[src/rtl/cpu_if.sv]
// cpu_if: RAM-side bus between the cpu (master) and its level-sensitive RAM (slave)
interface cpu_if #(
    parameter int WORD_SIZE    = 8,
    parameter int ADDRESS_SIZE = 5
);
    logic                    ram_w;
    logic [ADDRESS_SIZE-1:0] ram_waddr;
    logic [WORD_SIZE-1:0]    ram_wdata;
    logic [ADDRESS_SIZE-1:0] ram_raddr;
    logic [WORD_SIZE-1:0]    ram_rdata;

    modport master (output ram_w, ram_waddr, ram_wdata, ram_raddr, input ram_rdata);
    modport slave  (input ram_w, ram_waddr, ram_wdata, ram_raddr, output ram_rdata);
endinterface

[src/rtl/cpu.sv]
// cpu: tiny accumulator-pair CPU (LOAD pair / ADD pairs / STORE pair / HALT) over a combinational-read RAM
module cpu #(
    parameter int WORD_SIZE    = 8,
    parameter int ADDRESS_SIZE = 5
) (
    input  logic  clk,
    input  logic  reset,
    input  logic  en,
    cpu_if.master bus
);
    typedef enum logic [1:0] {FETCH, EXEC1, EXEC2, HALT} state_t;

    localparam logic [2:0] OP_LOAD  = 3'b000;
    localparam logic [2:0] OP_ADD   = 3'b010;
    localparam logic [2:0] OP_STORE = 3'b100;
    localparam logic [2:0] OP_HALT  = 3'b111;
    localparam logic [ADDRESS_SIZE-1:0] ONE_A = 1;

    state_t                  state_q, state_d;
    logic [ADDRESS_SIZE-1:0] pc_q, pc_d;
    logic [WORD_SIZE-1:0]    ir_q, ir_d;
    logic [WORD_SIZE-1:0]    r0_q, r0_d, r1_q, r1_d, r2_q, r2_d, r3_q, r3_d;
    logic                    sel_q, sel_d;
    logic                    w_q, w_d;
    logic [ADDRESS_SIZE-1:0] waddr_q, waddr_d;
    logic [WORD_SIZE-1:0]    wdata_q, wdata_d;
    logic [ADDRESS_SIZE-1:0] raddr;

    wire [2:0]              op      = ir_q[WORD_SIZE-1 -: 3];
    wire [2:0]              fetch_op = bus.ram_rdata[WORD_SIZE-1 -: 3];
    wire [ADDRESS_SIZE-1:0] a       = ir_q[ADDRESS_SIZE-1:0];
    wire [ADDRESS_SIZE-1:0] a1      = a + ONE_A;

    // State and datapath registers; en low freezes everything
    always_ff @(posedge clk or negedge reset) begin
        if (!reset) begin
            state_q <= FETCH;
            pc_q    <= '0;
            ir_q    <= '0;
            r0_q    <= '0;
            r1_q    <= '0;
            r2_q    <= '0;
            r3_q    <= '0;
            sel_q   <= 1'b0;
            w_q     <= 1'b0;
            waddr_q <= '0;
            wdata_q <= '0;
        end else if (en) begin
            state_q <= state_d;
            pc_q    <= pc_d;
            ir_q    <= ir_d;
            r0_q    <= r0_d;
            r1_q    <= r1_d;
            r2_q    <= r2_d;
            r3_q    <= r3_d;
            sel_q   <= sel_d;
            w_q     <= w_d;
            waddr_q <= waddr_d;
            wdata_q <= wdata_d;
        end
    end

    // Next state: LOAD/STORE take two exec cycles, HALT parks forever, the rest return to fetch
    always_comb begin
        state_d = state_q;
        case (state_q)
            FETCH:   state_d = EXEC1;
            EXEC1:   state_d = (op == OP_LOAD || op == OP_STORE) ? EXEC2 : (op == OP_HALT) ? HALT : FETCH;
            EXEC2:   state_d = FETCH;
            default: state_d = HALT;
        endcase
    end

    // Read address and datapath updates; write strobe/address/data are set up one edge early so they are registered
    always_comb begin
        raddr   = pc_q;
        pc_d    = pc_q;
        ir_d    = ir_q;
        r0_d    = r0_q;
        r1_d    = r1_q;
        r2_d    = r2_q;
        r3_d    = r3_q;
        sel_d   = sel_q;
        w_d     = 1'b0;
        waddr_d = waddr_q;
        wdata_d = wdata_q;
        case (state_q)
            FETCH: begin
                ir_d = bus.ram_rdata;
                pc_d = pc_q + ONE_A;
                if (fetch_op == OP_STORE) begin
                    w_d     = 1'b1;
                    waddr_d = bus.ram_rdata[ADDRESS_SIZE-1:0];
                    wdata_d = r0_q;
                end
            end
            EXEC1: begin
                raddr = a;
                if (op == OP_LOAD) begin
                    r0_d = sel_q ? r0_q : bus.ram_rdata;
                    r2_d = sel_q ? bus.ram_rdata : r2_q;
                end
                if (op == OP_ADD) begin
                    r0_d = r0_q + r2_q;
                    r1_d = r1_q + r3_q;
                end
                if (op == OP_STORE) begin
                    w_d     = 1'b1;
                    waddr_d = a1;
                    wdata_d = r1_q;
                end
            end
            EXEC2: begin
                raddr = a1;
                if (op == OP_LOAD) begin
                    r1_d  = sel_q ? r1_q : bus.ram_rdata;
                    r3_d  = sel_q ? bus.ram_rdata : r3_q;
                    sel_d = ~sel_q;
                end
            end
            default: raddr = pc_q;
        endcase
    end

    assign bus.ram_w     = w_q & en;
    assign bus.ram_waddr = waddr_q;
    assign bus.ram_wdata = wdata_q;
    assign bus.ram_raddr = raddr;
endmodule

[src/flat_wrapper.sv]
// flat-port wrapper written by rule: the top's interface ports become plain ports
module cpu_flat 
#(
    parameter int WORD_SIZE    = 8,
    parameter int ADDRESS_SIZE = 5
)
  (clk, reset, en, bus_ram_w, bus_ram_waddr, bus_ram_wdata, bus_ram_raddr, bus_ram_rdata);
  cpu_if #(.WORD_SIZE(WORD_SIZE), .ADDRESS_SIZE(ADDRESS_SIZE)) bus_i ();
  input  logic clk;
  input  logic reset;
  input  logic en;
  output wire logic [$bits(bus_i.ram_w)-1:0] bus_ram_w;
  output wire logic [$bits(bus_i.ram_waddr)-1:0] bus_ram_waddr;
  output wire logic [$bits(bus_i.ram_wdata)-1:0] bus_ram_wdata;
  output wire logic [$bits(bus_i.ram_raddr)-1:0] bus_ram_raddr;
  input wire logic [$bits(bus_i.ram_rdata)-1:0] bus_ram_rdata;
  assign bus_ram_w = bus_i.ram_w;
  assign bus_ram_waddr = bus_i.ram_waddr;
  assign bus_ram_wdata = bus_i.ram_wdata;
  assign bus_ram_raddr = bus_i.ram_raddr;
  assign bus_i.ram_rdata = bus_ram_rdata;
  cpu #(.WORD_SIZE(WORD_SIZE), .ADDRESS_SIZE(ADDRESS_SIZE)) u_core (.clk(clk), .reset(reset), .en(en), .bus(bus_i));
endmodule
[config.mk]
export PLATFORM = sky130hd
export DESIGN_NAME = cpu_flat
export DESIGN_NICKNAME = d
export VERILOG_FILES = /design/src/rtl/cpu_if.sv /design/src/rtl/cpu.sv /design/src/flat_wrapper.sv
export SDC_FILE = /design/constraint.sdc
export NUM_CORES = 1
export LEC_CHECK = 0
export ABC_AREA = 1
export CORE_MARGIN = 3
export CORE_UTILIZATION = 38
export CTS_BUF_LIST = sky130_fd_sc_hd__clkbuf_16
export CTS_CLUSTER_DIAMETER = 40
export DETAILED_ROUTE_END_ITERATION = 8
export HOLD_SLACK_MARGIN = 0.1
export PLACE_DENSITY_LB_ADDON = 0.12
export SETUP_SLACK_MARGIN = 0.5
export SYNTH_ARGS = -nofsm -noshare
export SYNTH_HDL_FRONTEND = slang
export SYNTH_SLANG_ARGS = --single-unit
export TNS_END_PERCENT = 50
[constraint.sdc]
create_clock -name clk -period 2.2 [get_ports clk]
set_input_delay 0.44 -clock clk [delete_from_list [all_inputs] [get_ports clk]]
set_output_delay 0.44 -clock clk [all_outputs]
set_load 0.01 [all_outputs]
Yosys cells after proc, flatten, opt, wreduce, memory -nomap -nowiden

Cells that the tools add are included.

Output and inout port bits: 19
Register bits: 62
Input bits: 11

Reduce and logical (&&, ||, !) cells: 13
Multiplexer cells: 18
Equality and inequality tests: 12
Add/sub/neg operators: 4
Bitwise gates (word level): 2

Operators by type and width:

| kind                  | count |
|---|---|
| $mux W8               | 6 |
| $pmux W8 S2           | 2 |
| $pmux W5 S2           | 2 |
| $add A8 B8 Y8         | 2 |
| $reduce_and A4 Y1     | 4 |
| $add A5 B1 Y5 const B | 2 |
| $mux W5               | 2 |
| $eq A3 B3 Y1 const B  | 3 |
| $ne A2 B1 Y1 const B  | 4 |
| $pmux W2 S3           | 1 |
| $reduce_bool A2 Y1    | 3 |
| $reduce_and A5 Y1     | 1 |
| $mux W2               | 2 |
| $ne A2 B2 Y1 const B  | 2 |
| $eq A3 B2 Y1 const B  | 1 |
| $logic_not A3 Y1      | 1 |
| $reduce_and A3 Y1     | 1 |
| $eq A2 B1 Y1 const B  | 1 |
| $eq A2 B2 Y1 const B  | 1 |
| $logic_not A2 Y1      | 1 |
| $mux W1               | 2 |
| $pmux W1 S2           | 1 |
| $reduce_and A2 Y1     | 1 |
| $and A1 B1 Y1         | 1 |
| 2 further kinds       | 2 |

Longest topological paths before layout

Gate-level depths: netlist of the first run.

Depth in word-level cells: 4
Mapped depth: 12

Worst setup path after synthesis of the first run

OpenSTA, ideal clock, no wires.

Kind: reg2out
Start: reg u_core.state_q[1]
End: out bus_ram_raddr[2]
Data arrival time: 1.341 ns
Setup slack: 0.419 ns
Buffers on the path: 2
Cell stages (with the launch flop): 7
Cell sequence: dfrtp_1 inv_1 ha_1 buf_2 clkbuf_1 a21oi_1 a21oi_1

Word-level cells in the longest chain between the ends: 2
Elaborated cells on any way between the ends: 3
Classes of those cells: eq/ne (2); mux (1)

RTL lines:

| what                                         | line               | text |
|---|---|---|
| start: declaration                           | cpu.sv:19          | `state_t state_q, state_d;` |
| start signal: assignment                     | cpu.sv:49          | `state_q <= state_d;` |
| $eq A2 B2 Y1 or $eq A2 B1 Y1 (tied branches) | cpu.sv:87          | `case (state_q)` |
| $pmux W5 S2 (*)                              | cpu.sv:87          |  |
| end: declaration                             | flat_wrapper.sv:15 | `output wire logic [$bits(bus_i.ram_raddr)-1:0] bus_ram_raddr;` |

Every way passes the cells marked *; elsewhere a longest branch is shown, timed or not.

Final worst setup path of the first run

Same ends and word-level chain as after synthesis.

==> results of run 1 <==
## layer usage
| metal | vias up | global-route usage (%) | routed length [um] |
|---|---|---|---|
| li1 | 1646 | - | - |
| met1 | 1447 | 24.9 | 4660 |
| met2 | 49 | 30.4 | 4680 |
| met3 | 10 | 3.30 | 376 |
| met4 | 0 | 5.89 | 111 |
| met5 | - | 0 | 0 |
## path summary, 6_finish.rpt
path	from	to	slack, ns	depth (start not counted)
max	u_core.state_q[1]	bus_ram_raddr[2]	0.19	6
min	u_core.bus.ram_wdata[0]	u_core.bus.ram_wdata[0]	0.47	2
max reg2reg	u_core.state_q[1]	u_core.bus.ram_waddr[3]	0.42	10
min reg2reg	u_core.bus.ram_wdata[0]	u_core.bus.ram_wdata[0]	0.47	2
max in group asynchronous	reset	u_core.ir_q[2]	0.99	3
min in group asynchronous	reset	u_core.bus.ram_waddr[0]	0.60	2
## flip-flops by register name, summed over array words and instances (netlist names), 2 cells and up
| register | cells |
|---|---|
| u_core.r1_q | 8 |
| u_core.r3_q | 8 |
| u_core.bus.ram_wdata | 8 |
| u_core.pc_q | 5 |
| u_core.state_q | 2 |
| u_core.ir_q | 8 |
| u_core.bus.ram_waddr | 5 |
| u_core.r0_q | 8 |
| u_core.r2_q | 8 |
## per-stage QoR
stage          worst slack (ns)  total power, mW  util (%)  std cells
2_1_floorplan             0.467             4.42         -        477
3_3_place_gp             0.0871             5.61      44.8        639
3_5_place_dp             0.0598             5.69      44.8        639
4_1_cts                   0.210             7.23      49.0        661
5_1_grt                   0.142             8.43      52.4        671
6_report                  0.193             7.76      52.4        671
## tightest hold or removal path, delay by kind of cell (launching register included)
family | cells | cell delay (ns)
AND/OR/NAND/NOR | 2 | 0.10
flip-flops | 1 | 0.34
## layout make-up
cell class,instances,area share (%)
well taps,129,3.33
inverters,55,4.52
clock inverters,7,1.19
multi-input cells,347,41.9
flip-flops and latches,62,32.1
clock buffers,9,4.65
repair buffers,62,12.4
## Yosys cell counts, drive strengths merged
cell type / count
ha: 20
nand2: 164
nand3: 29
a21oi: 31
clkbuf: 5
xnor2: 5
xor2: 6
o21ai: 42
and2: 1
buf: 8
dfrtp: 62
o22ai: 2
nand3b: 5
mux2: 1
fa: 2
o311ai: 1
o211ai: 3
nor2: 27
or2: 8
inv: 54
clkinv: 1
## cells by family after synthesis
kind of cell               synth area share [%]
muxes                                     0.311
buffers and inverters                      7.67
AOI/OAI and AO/OA                          11.4
DFF                                        42.8
and+or+nand+nor                            27.1
xor gates and xnor gates                   2.66
adders and majority gates                  8.01
## power by group through the flow
stage,Clock (mW),Sequential [mW],Combinational [mW]
after floorplan,0,2.02,2.40
after global placement,0,2.08,3.54
after detailed placement,0,2.09,3.60
after CTS,1.40,2.08,3.76
after global routing,1.44,2.18,4.81
final,1.37,2.12,4.28
## repair_timing
item                                    4_1_cts  5_1_grt
endpoints found under the setup margin       41       45
cloned                                        0        2
gates resized for setup                      49       67
hold buffers                                  1        0
hold endpoints to repair                     18        0
pin swaps                                     3       14
buffers inserted                              5        8
==> run summary, run 1 <==
initial DRC count -> 158
Least-Margin Pin Slew -> 0.462 ns
Vias per Instance -> 4.70
outcome -> finished clean
Area contributors post-synth -> dfrtp_1, nand2_1, ha_1, o21ai_0, inv_1
NetSw -> 3.32 mW
design area -> 4840 um^2
CP peak stage delay -> 0.42 ns
Worst IR Drop VDD -> 0.000718 V
Int Power -> 4.44 mW
P per Cell Area -> 1600 nW/um^2
TritonCTS Buffers -> 9
initial antenna violation count -> 0
Syn Inst Count -> 477
DP HPWL -> 6880 um
routability cong. -> 0.856
antenna cell count -> 0
Final Hold Fails -> 0
Yosys warning count -> 0
Yosys top cell area share -> 42.8%
Period Utilization, post-route -> 91.2%
antenna-violating nets left -> 0
Layout Skew -> 0.00734 ns
Layout area overhead -> 33.6%
first-pass GRT wire length -> 15,800 um
RSZ-0062 raised after global routing -> yes
Comb pwr share -> 55.1%
Pre-Repair DR Iteration Count -> 4
WHS -> 0.474 ns
gr usage total -> 18.5%
area leader, netlist -> dfrtp_1
Skew-Pair Late Insertion Delay -> 0.33 ns
Max Slew Vio Count -> 0
vias -> 3,152
critical path fanouts, max -> 6
Rows -> 35
grt total ovfl -> 0
HP Class -> reg2reg
overall routed net length -> 9820 um
Die X -> 104 um
setup TNS -> 0 ns
Cell Area, Placed -> 4140 um^2
Final min period -> 2.01 ns
crit start category -> flip-flop
#FFs+latches synth -> 62
Register Area -> 1550 um^2
max_cap viols -> 0
pin count of the biggest net entering global routing -> 45
worst path bufs/invs -> 3
Slew HR -> 69.2%
crit-path leading delay family -> flip-flops
vias in the first global route -> 3,172
Post-route DRC -> 0
final setup violating endpoints -> 0
Die ar. -> 10,700 um^2
worst-path cell chain -> inv_2 -> ha_4 -> buf_6 -> nor2_1 -> a21oi_2 -> buf_2
Critical Path Sink Type -> output port
Synth cell types -> 30
Initial Util -> 39.2%
core footprint -> 9240 um^2
H-Tree Level Count -> 3
# IOs -> 30
Die Ht -> 104 um
leakage -> 2.43 nW
# nets final -> 570
Clk pin slew, worst setup/hold paths -> 0.06 ns
most frequent cells in the layout -> nand2_1, dfrtp_1, inv_1
CTS tree -> yes
filler cell count in the final layout -> 912
syn avg cell area -> 7.60 um^2
fmax -> 498 MHz
clk buf depth -> 2
critical path class -> reg2out
sequential fraction of the synthesis area -> 42.8%
Post-Syn Area -> 3620 um^2
share of cells above drive strength 1 -> 21.6%
area of the multi-input gates -> 2030 um^2
leading cell type in the layout, fill and taps excluded -> nand2_1
sw frac -> 42.8%
Critical Path RT -> 1.76 ns
Critical-path top delay cell -> dfrtp_1
crit path DAT -> 1.57 ns
port bufs -> 29
Clock Power Share -> 17.6%
CTS root buffer -> clkbuf_16
sequential group share of total power -> 27.3%
Post-Syn Nets -> 510
DR WL/cell -> 14.6 um
Sink Count -> 62
Power figures use the tool's default switching activity.
==> inputs of run 2 (changes only) <==
--- a/config.mk
+++ b/config.mk
@@ -6,6 +6,7 @@
 export NUM_CORES = 1
 export LEC_CHECK = 0
 export ABC_AREA = 1
+export CAP_MARGIN = 20
 export CORE_MARGIN = 3
 export CORE_UTILIZATION = 38
 export CTS_BUF_LIST = sky130_fd_sc_hd__clkbuf_16
==> results of run 2 <==
Same layout as run 1: the final DEF is identical, and so are final timing and power.
